`src/rtl/packet_tx_mux_pkg.sv`:
```
// Shared monitor-link definitions: serialiser state encoding and default packet width.
package packet_tx_mux_pkg;

  localparam int unsigned LINK_PKT_W = 40;

  typedef enum logic [1:0] {
    IDLE,
    START,
    DATA,
    GAP
  } tx_state_e;

endpackage

```
`src/rtl/sync_fifo.sv`:
```
// Single-clock FIFO with wrap-bit pointers; push when full and pop when empty are ignored.
module sync_fifo #(
  parameter int unsigned W     = 8,
  parameter int unsigned DEPTH = 2
) (
  input  logic         mon_clk,
  input  logic         reset,
  input  logic         push,
  input  logic [W-1:0] din,
  input  logic         pop,
  output logic [W-1:0] dout,
  output logic         full,
  output logic         empty
);

  localparam int unsigned AW = $clog2(DEPTH);

  logic [AW:0]  wr_q;
  logic [AW:0]  rd_q;
  logic [W-1:0] mem_q [DEPTH];

  // Equal index with differing wrap bit means the writer is a full lap ahead.
  assign full  = (wr_q[AW] != rd_q[AW]) && (wr_q[AW-1:0] == rd_q[AW-1:0]);
  assign empty = (wr_q == rd_q);
  assign dout  = mem_q[rd_q[AW-1:0]];

  always_ff @(posedge mon_clk) begin
    if (reset) begin
      wr_q <= '0;
      rd_q <= '0;
    end else begin
      if (push && !full) begin
        wr_q <= wr_q + 1'b1;
      end
      if (pop && !empty) begin
        rd_q <= rd_q + 1'b1;
      end
    end
  end

  always_ff @(posedge mon_clk) begin
    if (!reset && push && !full) begin
      mem_q[wr_q[AW-1:0]] <= din;
    end
  end

endmodule

```
`src/rtl/packet_tx_mux.sv`:
```
// Multi-producer monitor-link transmitter: per-channel FIFOs, arbiter, serialiser
// and saturating loss counter.
module packet_tx_mux
  import packet_tx_mux_pkg::*;
#(
  parameter int unsigned N_CH       = 4,
  parameter int unsigned PKT_W      = LINK_PKT_W,
  parameter int unsigned DEPTH      = 2,
  parameter int unsigned BIT_CYCLES = 1,
  parameter int unsigned GAP_BITS   = 2,
  parameter int unsigned RR_MODE    = 1,
  parameter int unsigned LOSS_W     = 8
) (
  input  logic                    mon_clk,
  input  logic                    reset,
  input  logic [N_CH-1:0]         req_valid,
  input  logic [N_CH*PKT_W-1:0]   req_data,
  output logic                    from_mon,
  output logic                    busy,
  output logic [N_CH-1:0]         ch_full,
  output logic [N_CH-1:0]         data_loss,
  output logic [LOSS_W-1:0]       loss_count
);

  localparam int unsigned PW   = (N_CH > 1) ? $clog2(N_CH) : 1;
  localparam int unsigned CW   = (BIT_CYCLES > 1) ? $clog2(BIT_CYCLES) : 1;
  localparam int unsigned BMAX = (PKT_W > GAP_BITS) ? PKT_W : GAP_BITS;
  localparam int unsigned BW   = $clog2(BMAX + 1);
  localparam int unsigned DW   = $clog2(N_CH + 1);
  localparam int unsigned LSW  = LOSS_W + DW;

  tx_state_e          state_q;
  logic [PKT_W-1:0]   shift_q;
  logic [CW-1:0]      cyc_q;
  logic [BW-1:0]      bit_q;
  logic [PW-1:0]      rr_q;
  logic               from_mon_q;
  logic               busy_q;
  logic [N_CH-1:0]    data_loss_q;
  logic [LOSS_W-1:0]  loss_q;
  logic [LOSS_W-1:0]  loss_d;

  logic [N_CH-1:0]    fifo_full;
  logic [N_CH-1:0]    fifo_empty;
  logic [N_CH-1:0]    pop_sel;
  logic [PKT_W-1:0]   fifo_dout [N_CH];
  logic [N_CH-1:0]    drop;
  logic [DW-1:0]      drop_cnt;
  logic [LSW-1:0]     loss_sum;
  logic               grant_vld;
  logic [PW-1:0]      grant_idx;
  logic [PW:0]        cand;
  logic               bit_end;

  for (genvar c = 0; c < N_CH; c++) begin : g_ch
    sync_fifo #(
      .W     (PKT_W),
      .DEPTH (DEPTH)
    ) u_fifo (
      .mon_clk (mon_clk),
      .reset   (reset),
      .push    (req_valid[c]),
      .din     (req_data[c*PKT_W +: PKT_W]),
      .pop     (pop_sel[c]),
      .dout    (fifo_dout[c]),
      .full    (fifo_full[c]),
      .empty   (fifo_empty[c])
    );
  end

  // Search starts at rr_q in round-robin mode and at channel 0 otherwise.
  always_comb begin
    grant_vld = 1'b0;
    grant_idx = '0;
    cand      = '0;
    for (int unsigned i = 0; i < N_CH; i++) begin
      cand = ((RR_MODE != 0) ? {1'b0, rr_q} : '0) + (PW+1)'(i);
      if (cand >= (PW+1)'(N_CH)) begin
        cand = cand - (PW+1)'(N_CH);
      end
      if (!grant_vld && !fifo_empty[cand[PW-1:0]]) begin
        grant_vld = 1'b1;
        grant_idx = cand[PW-1:0];
      end
    end
  end

  always_comb begin
    pop_sel = '0;
    if (state_q == IDLE && grant_vld) begin
      pop_sel[grant_idx] = 1'b1;
    end
  end

  assign bit_end = (cyc_q == CW'(BIT_CYCLES - 1));

  always_ff @(posedge mon_clk) begin
    if (reset) begin
      state_q    <= IDLE;
      shift_q    <= '0;
      cyc_q      <= '0;
      bit_q      <= '0;
      rr_q       <= '0;
      from_mon_q <= 1'b0;
      busy_q     <= 1'b0;
    end else begin
      unique case (state_q)
        IDLE: begin
          if (grant_vld) begin
            shift_q    <= fifo_dout[grant_idx];
            cyc_q      <= '0;
            from_mon_q <= 1'b1;
            busy_q     <= 1'b1;
            state_q    <= START;
            if (RR_MODE != 0) begin
              rr_q <= (grant_idx == PW'(N_CH - 1)) ? '0 : grant_idx + 1'b1;
            end
          end
        end
        START: begin
          if (bit_end) begin
            cyc_q      <= '0;
            bit_q      <= BW'(PKT_W - 1);
            from_mon_q <= shift_q[PKT_W-1];
            state_q    <= DATA;
          end else begin
            cyc_q <= cyc_q + 1'b1;
          end
        end
        DATA: begin
          if (bit_end) begin
            cyc_q <= '0;
            if (bit_q == '0) begin
              from_mon_q <= 1'b0;
              if (GAP_BITS == 0) begin
                busy_q  <= 1'b0;
                state_q <= IDLE;
              end else begin
                bit_q   <= BW'(GAP_BITS - 1);
                state_q <= GAP;
              end
            end else begin
              bit_q      <= bit_q - 1'b1;
              shift_q    <= shift_q << 1;
              from_mon_q <= shift_q[PKT_W-2];
            end
          end else begin
            cyc_q <= cyc_q + 1'b1;
          end
        end
        GAP: begin
          if (bit_end) begin
            cyc_q <= '0;
            if (bit_q == '0) begin
              busy_q  <= 1'b0;
              state_q <= IDLE;
            end else begin
              bit_q <= bit_q - 1'b1;
            end
          end else begin
            cyc_q <= cyc_q + 1'b1;
          end
        end
        default: state_q <= IDLE;
      endcase
    end
  end

  // Fullness is sampled before any pop this cycle, so a same-cycle pop never rescues a push.
  assign drop = req_valid & fifo_full;

  always_comb begin
    drop_cnt = '0;
    for (int unsigned i = 0; i < N_CH; i++) begin
      drop_cnt = drop_cnt + DW'(drop[i]);
    end
    loss_sum = LSW'(loss_q) + LSW'(drop_cnt);
    loss_d   = (loss_sum > LSW'({LOSS_W{1'b1}})) ? '1 : loss_sum[LOSS_W-1:0];
  end

  always_ff @(posedge mon_clk) begin
    if (reset) begin
      data_loss_q <= '0;
      loss_q      <= '0;
    end else begin
      data_loss_q <= drop;
      loss_q      <= loss_d;
    end
  end

  assign from_mon   = from_mon_q;
  assign busy       = busy_q;
  assign ch_full    = fifo_full;
  assign data_loss  = data_loss_q;
  assign loss_count = loss_q;

endmodule

```
`config.mk`:
```
export PLATFORM = sky130hd
export DESIGN_NAME = packet_tx_mux
export DESIGN_NICKNAME = d
export VERILOG_FILES = /design/src/rtl/packet_tx_mux_pkg.sv /design/src/rtl/sync_fifo.sv /design/src/rtl/packet_tx_mux.sv
export SDC_FILE = /design/constraint.sdc
export NUM_CORES = 1
export LEC_CHECK = 0
export CAP_MARGIN = 20
export CORE_UTILIZATION = 55
export DETAILED_ROUTE_END_ITERATION = 10
export DONT_BUFFER_PORTS = 1
export GPL_TIMING_DRIVEN = 0
export PLACE_DENSITY = 0.78
export SETUP_SLACK_MARGIN = 0.5
export SLEW_MARGIN = 20
export SYNTH_ARGS = -nofsm -noshare
export SYNTH_HDL_FRONTEND = slang
export SYNTH_SLANG_ARGS = --single-unit
```
`constraint.sdc`:
```
create_clock -name mon_clk -period 9.2 [get_ports mon_clk]
set_input_delay 1.84 -clock mon_clk [delete_from_list [all_inputs] [get_ports mon_clk]]
set_output_delay 1.84 -clock mon_clk [all_outputs]
set_load 0.03 [all_outputs]
```
# Word-level counts from Yosys, hierarchy flattened
# Memories as Yosys holds them, arrays and structs flattened. A register that Yosys moved wholly into a read port is not among the register bits.
# Index checks and enable logic that the tools add are counted.
dict set report word_totals {
  romBits 0
  latchBits 0
  wordCells 205
  memories 4
  ram_bits 320
  output_inout_bits 18
  register_bits 81
  in_bits 166
}
dict set report op_classes {
  order_cmp 12
  n_mux 72
  mul 0
  reduce_logical 52
  div 0
  bitwise_logic 2
  shifts 0
  n_eq_ne 24
  addsub 22
}
# memory words width read_ports rd_ports_with_merged_regs wr line_no
set mem_list {}
lappend mem_list {{g_ch[0].u_fifo.mem_q} 2 40 1 1 1 sync_fifo.sv:20} ;# logic [W-1:0] mem_q [DEPTH];
lappend mem_list {{g_ch[1].u_fifo.mem_q} 2 40 1 1 1 sync_fifo.sv:20}
lappend mem_list {{g_ch[2].u_fifo.mem_q} 2 40 1 1 1 sync_fifo.sv:20}
lappend mem_list {{g_ch[3].u_fifo.mem_q} 2 40 1 1 1 sync_fifo.sv:20}
# operator n
set op_table {}
lappend op_table {{2-to-1 mux 40 bit} 5}
lappend op_table {{binary-select mux 40 bit (select 2 bit)} 1}
lappend op_table {{one-hot mux 40 bit (2 select lines)} 1}
lappend op_table {{2-to-1 mux 1 bit} 33}
lappend op_table {{2-to-1 mux 2 bit} 15}
lappend op_table {{2-to-1 mux 6 bit} 5}
lappend op_table {{logical AND 1 bit} 25}
lappend op_table {{adder 2 x 1 -> 2 bit, second input constant} 9}
lappend op_table {{one-hot mux 6 bit (3 select lines)} 1}
lappend op_table {{!= test 2 bit, second input constant} 8}
lappend op_table {{less-than comparator 2 x 3 -> 1 bit, second input constant} 5}
lappend op_table {{logical NOT 1 bit} 14}
lappend op_table {{>= comparator 3 bit, second input constant} 4}
lappend op_table {{AND reduction 4 bit} 3}
lappend op_table {{adder 8 x 3 -> 9 bit} 1}
lappend op_table {{greater-than comparator 9 x 8 -> 1 bit, second input constant} 1}
lappend op_table {{binary-select mux 1 bit (select 2 bit)} 4}
lappend op_table {{equality test 2 bit} 4}
lappend op_table {{2-to-1 mux 8 bit} 1}
lappend op_table {{one-hot mux 2 bit (4 select lines)} 1}
lappend op_table {{subtractor 2 x 1 -> 2 bit, second input constant} 4}
lappend op_table {{adder 2 x 2 -> 3 bit, second input constant} 2}
lappend op_table {{equality test 2 bit, second input constant} 3}
lappend op_table {{logical NOT 6 bit} 1}
lappend op_table {{24 further kinds} 33}

# Longest topological paths before layout
dict set report logic_depth {
  word_depth 22
  depth_mapped 13
  mapped_depth_nobuf 12
}

# By module
# A second synthesis with hierarchy kept.
dict set report unflattened {
  hier_cells 1121
  area_unflattened_um2 16905.0
}
# mod cells_per_inst area_each_um2 instances seq_area_each_um2
set by_module_without_submodules {}
lappend by_module_without_submodules {sync_fifo 158 3161.8 4 2502.4}
lappend by_module_without_submodules {packet_tx_mux 489 4257.8 1 1281.2}

# Least setup slack after synthesis
# OpenSTA, ideal clock, no wires.
dict set report synth_path {
  kind {input to register}
  start {in reset}
  end {mem g_ch[0].u_fifo.mem_q[1][0] (netlist name) (enable)}
  setup_time_ns 0.495
  t_arrival_ns 5.241
  slack_ns 3.464
  stages 3
  cell_sequence {clkbuf_1 clkbuf_1 nor3b_1}
}
dict set report synth_via {
  elab_chain_len 5
}
# item line_no
set synth_rtl {}
lappend synth_rtl {{from (decl)} packet_tx_mux.sv:15} ;# input logic reset,
lappend synth_rtl {{logical NOT 1 bit} sync_fifo.sv:42} ;# if (!reset && push && !full) begin
lappend synth_rtl {{logical AND 1 bit (2 in series)} sync_fifo.sv:42}
lappend synth_rtl {{2-to-1 mux 1 bit} sync_fifo.sv:42}
lappend synth_rtl {{2-to-1 mux 1 bit (implied by the code)} sync_fifo.sv:43} ;# mem_q[wr_q[AW-1:0]] <= din;
lappend synth_rtl {{to (decl)} sync_fifo.sv:20}
# No other way between the ends.

# Worst setup path in the final report
dict set report layout_path {
  start {reg g_ch[0].u_fifo.wr_q[0]}
  end {out ch_full[0]}
}
dict set report layout_via {
  elab_chain_len 2
}
# item line_no
set layout_rtl {}
lappend layout_rtl {{from (decl)} sync_fifo.sv:18} ;# logic [AW:0] wr_q;
lappend layout_rtl {{from (signal assigned)} sync_fifo.sv:33} ;# wr_q <= wr_q + 1'b1;
lappend layout_rtl {{equality test 1 bit} sync_fifo.sv:23} ;# assign full = (wr_q[AW] != rd_q[AW]) && (wr_q[AW-1:0] == rd_q[AW-1:0]);
lappend layout_rtl {{logical AND 1 bit} sync_fifo.sv:23}
lappend layout_rtl {{to (decl)} packet_tx_mux.sv:20} ;# output logic [N_CH-1:0] ch_full,
# No other way between the ends.

==> impl_metrics.json <==
{
  "core_mm2": 0.0296,
  "grt.total_usage_pct": 26.4,
  "synth_common_cells": "edfxtp_1, nand2_1, mux2i_1",
  "final_nets": 1462,
  "multi_input_comb_area_mm2": 0.00490,
  "setup_tns_ps": 0,
  "synthFlopType": "edfxtp_1",
  "min_path_type": "reg2reg",
  "power_density_mw_per_mm2": 305,
  "final_area_mm2": 0.0188,
  "cts-htree-levels": 2,
  "use_met1_pct": 31.2,
  "status": "completed",
  "regArea_mm2": 0.0113,
  "critPathLaunchType": "flip-flop",
  "post-place-cells": 1628,
  "cts_tree": "built",
  "grt_antenna_before_repair": 2,
  "drt_iter0_markers": 1007,
  "maxCapViolCount": 0,
  "finalHoldViolations": 0,
  "irDropWorstVdd_mv": 0.171,
  "yosysWarnings": 0,
  "ioPinCount": 184,
  "max_freq_mhz": 277,
  "wirelength_um": 40500,
  "slew_violations": 0,
  "routed_via_density": 6.15,
  "fp.dieH_um": 176,
  "p_int_mw": 3.71,
  "grt_pass1_wl_um": 60200,
  "first_pass_iters": 6,
  "cp.required_ps": 7360,
  "synth_most_common_cell": "edfxtp_1",
  "antenna_left": 0,
  "synth.area.top_cells": "edfxtp_1, dfxtp_1, mux2i_1, nand2_1, a311o_1",
  "synth_edf_count": 320,
  "die_w_um": 176,
  "syn_to_final_growth_pct": 13.1,
  "critPathMaxFanout": 6,
  "grtUsageMet3_pct": 7.77,
  "cts_buffer_depth": 3,
  "vias": 10500,
  "grt-ovfl-total": 0,
  "setup_viol": 0,
  "p_switching_mw": 2.02,
  "fin_crit_sh_pct": 39.2,
  "seq_area_frac_synth_pct": 68.0,
  "avgSynthCellArea_um2": 13.8,
  "skew_ps": 20.9,
  "drive_above_1_share_pct": 11.7,
  "cp.arrival_ps": 1770,
  "drc_errors": 0,
  "cts_hold_buf": 0,
  "hpwl_um": 29900,
  "cts_num_sinks": 404,
  "met2_usage_pct": 44.5,
  "p_clk_share_pct": 28.5,
  "postCtsSetupRepairBufs": 0,
  "place_ws_ps": 5170,
  "clkTransAtPathRegs_ps": 60,
  "top_usage_layer": "met2",
  "start_util_pct": 56.0,
  "synthesis.instances": 1200,
  "grt_max_degree": 15,
  "fillers": 2196,
  "rsz0062_at_grt": "no",
  "critPathKind": "reg2out",
  "post_cts_resized": 0,
  "slew_headroom_pct": 41.1,
  "synth_top_area_share_pct": 57.9,
  "diodes": 0,
  "ys_seq_elements": 404,
  "power_leakage_nw": 6.21,
  "numPortBuffers": 0,
  "cts-root-buf": "clkbuf_16",
  "die-area_mm2": 0.0309,
  "synth.distinct_cells": 56,
  "synthArstFlopShare_pct": 0,
  "final.min_clock_period_ps": 3610,
  "finalWeightedCongestion": 0.902,
  "clk_latency_ps": 550,
  "netlist_area_mm2": 0.0166,
  "yosysTopAreaCell": "edfxtp_1",
  "syn_nets": 1380,
  "cp-end-kind": "output pin",
  "num_rows": 63,
  "seq_power_share_pct": 39.5,
  "swShare_pct": 35.3,
  "p_comb_share_pct": 31.9,
  "wl_per_cell_um": 23.8,
  "grt_pass1_vias": 10500,
  "layout_setup_ws_ps": 5590,
  "numCtsBuffers": 42,
  "placed_area_mm2": 0.0174,
  "worstMarginPinSlew_ps": 884,
  "final_util_pct": 63.3,
  "layoutNonFillerInstCount": 1704
}
path summary, 6_finish.rpt:
kind              cells past startpoint                    from    endpoint  slack [ps]
hold / removal                        1                bit_q[0]    bit_q[0]         500
hold reg to reg                       1                bit_q[0]    bit_q[0]         500
setup reg to reg                      9  g_ch[1].u_fifo.wr_q[0]  shift_q[8]        6030
setup / recovery                      5  g_ch[0].u_fifo.wr_q[0]  ch_full[0]        5590
kinds of logic after synthesis:
| family | synth area share [%] |
|---|---|
| XOR/XNOR | 2.08 |
| adder cells (fa/ha/maj) | 1.19 |
| flip-flops | 68.0 |
| AO/OA/AOI/OAI | 10.1 |
| multiplexers | 7.27 |
| buffers and inverters | 2.67 |
| AND/OR/NAND/NOR | 8.64 |
cells in the final DEF, fill, tap and decap left out, drive strengths merged, types with 2 or more instances in the layout:
master / n
nor3: 11
o311ai: 3
o21ai: 13
o31a: 3
nand3: 50
a21o: 4
nor3b: 5
nand4: 7
bufinv: 3
inv: 21
fa: 3
and3: 5
nor2: 55
clkbuf: 102
a211oi: 39
a221oi: 17
nor2b: 42
a311o: 35
nand2: 135
a2111o: 3
ha: 11
clkinv: 17
o211ai: 2
dfxtp: 84
a21oi: 50
a2111oi: 32
xnor2: 9
mux2i: 116
xor2: 27
mux2: 4
edfxtp: 320
buf: 73
nor4: 2
a311oi: 2
state kept, by name, indices dropped and copies added, names as in the netlist, named ones only:
name,count
g_ch.u_fifo.mem_q,320
shift_q,40
g_ch.u_fifo.rd_q,8
g_ch.u_fifo.wr_q,8
loss_count,8
bit_q,6
data_loss,4
rr_q,2
state_q,2
busy,1
from_mon,1
cell type report:
cell class	count	share of cell area [%]
tap	390	2.60
inverter	19	0.393
multi-input combinational	694	26.1
sequential	404	60.2
clock buffer	54	6.00
clock inverter	22	1.11
buffer	83	1.97
timing repair buffer	38	1.64
critical path: stages, from the launching register on:
cell	delay (ps)
dfxtp_1	300
buf_2	160
xnor2_1	320
nand2_1	170
inv_1	110
buf_4	160
power by group through the flow:
stage | Sequential, mW | Combinational (mW) | Clock [mW]
after global placement | 2.31 | 1.73 | 0
after global routing | 2.28 | 1.97 | 1.72
final | 2.27 | 1.83 | 1.63
after detailed placement | 2.30 | 1.79 | 0
after CTS | 2.26 | 1.81 | 1.65
after floorplan | 2.28 | 1.25 | 0
per-layer routing:
layer | share of wire [%] | vias up
met5 | 0.064 | -
met3 | 9.8 | 102
met4 | 4.6 | 4
met1 | 36 | 5125
li1 | - | 4717
met2 | 49 | 529
per-stage QoR:
step	hold slack (ps)	total power, mW
2_1_floorplan	460	3.53
3_3_place_gp	477	4.03
3_5_place_dp	484	4.09
4_1_cts	498	5.72
5_1_grt	519	5.97
6_report	497	5.73
Note: power is estimated with default switching activity, not from simulation.
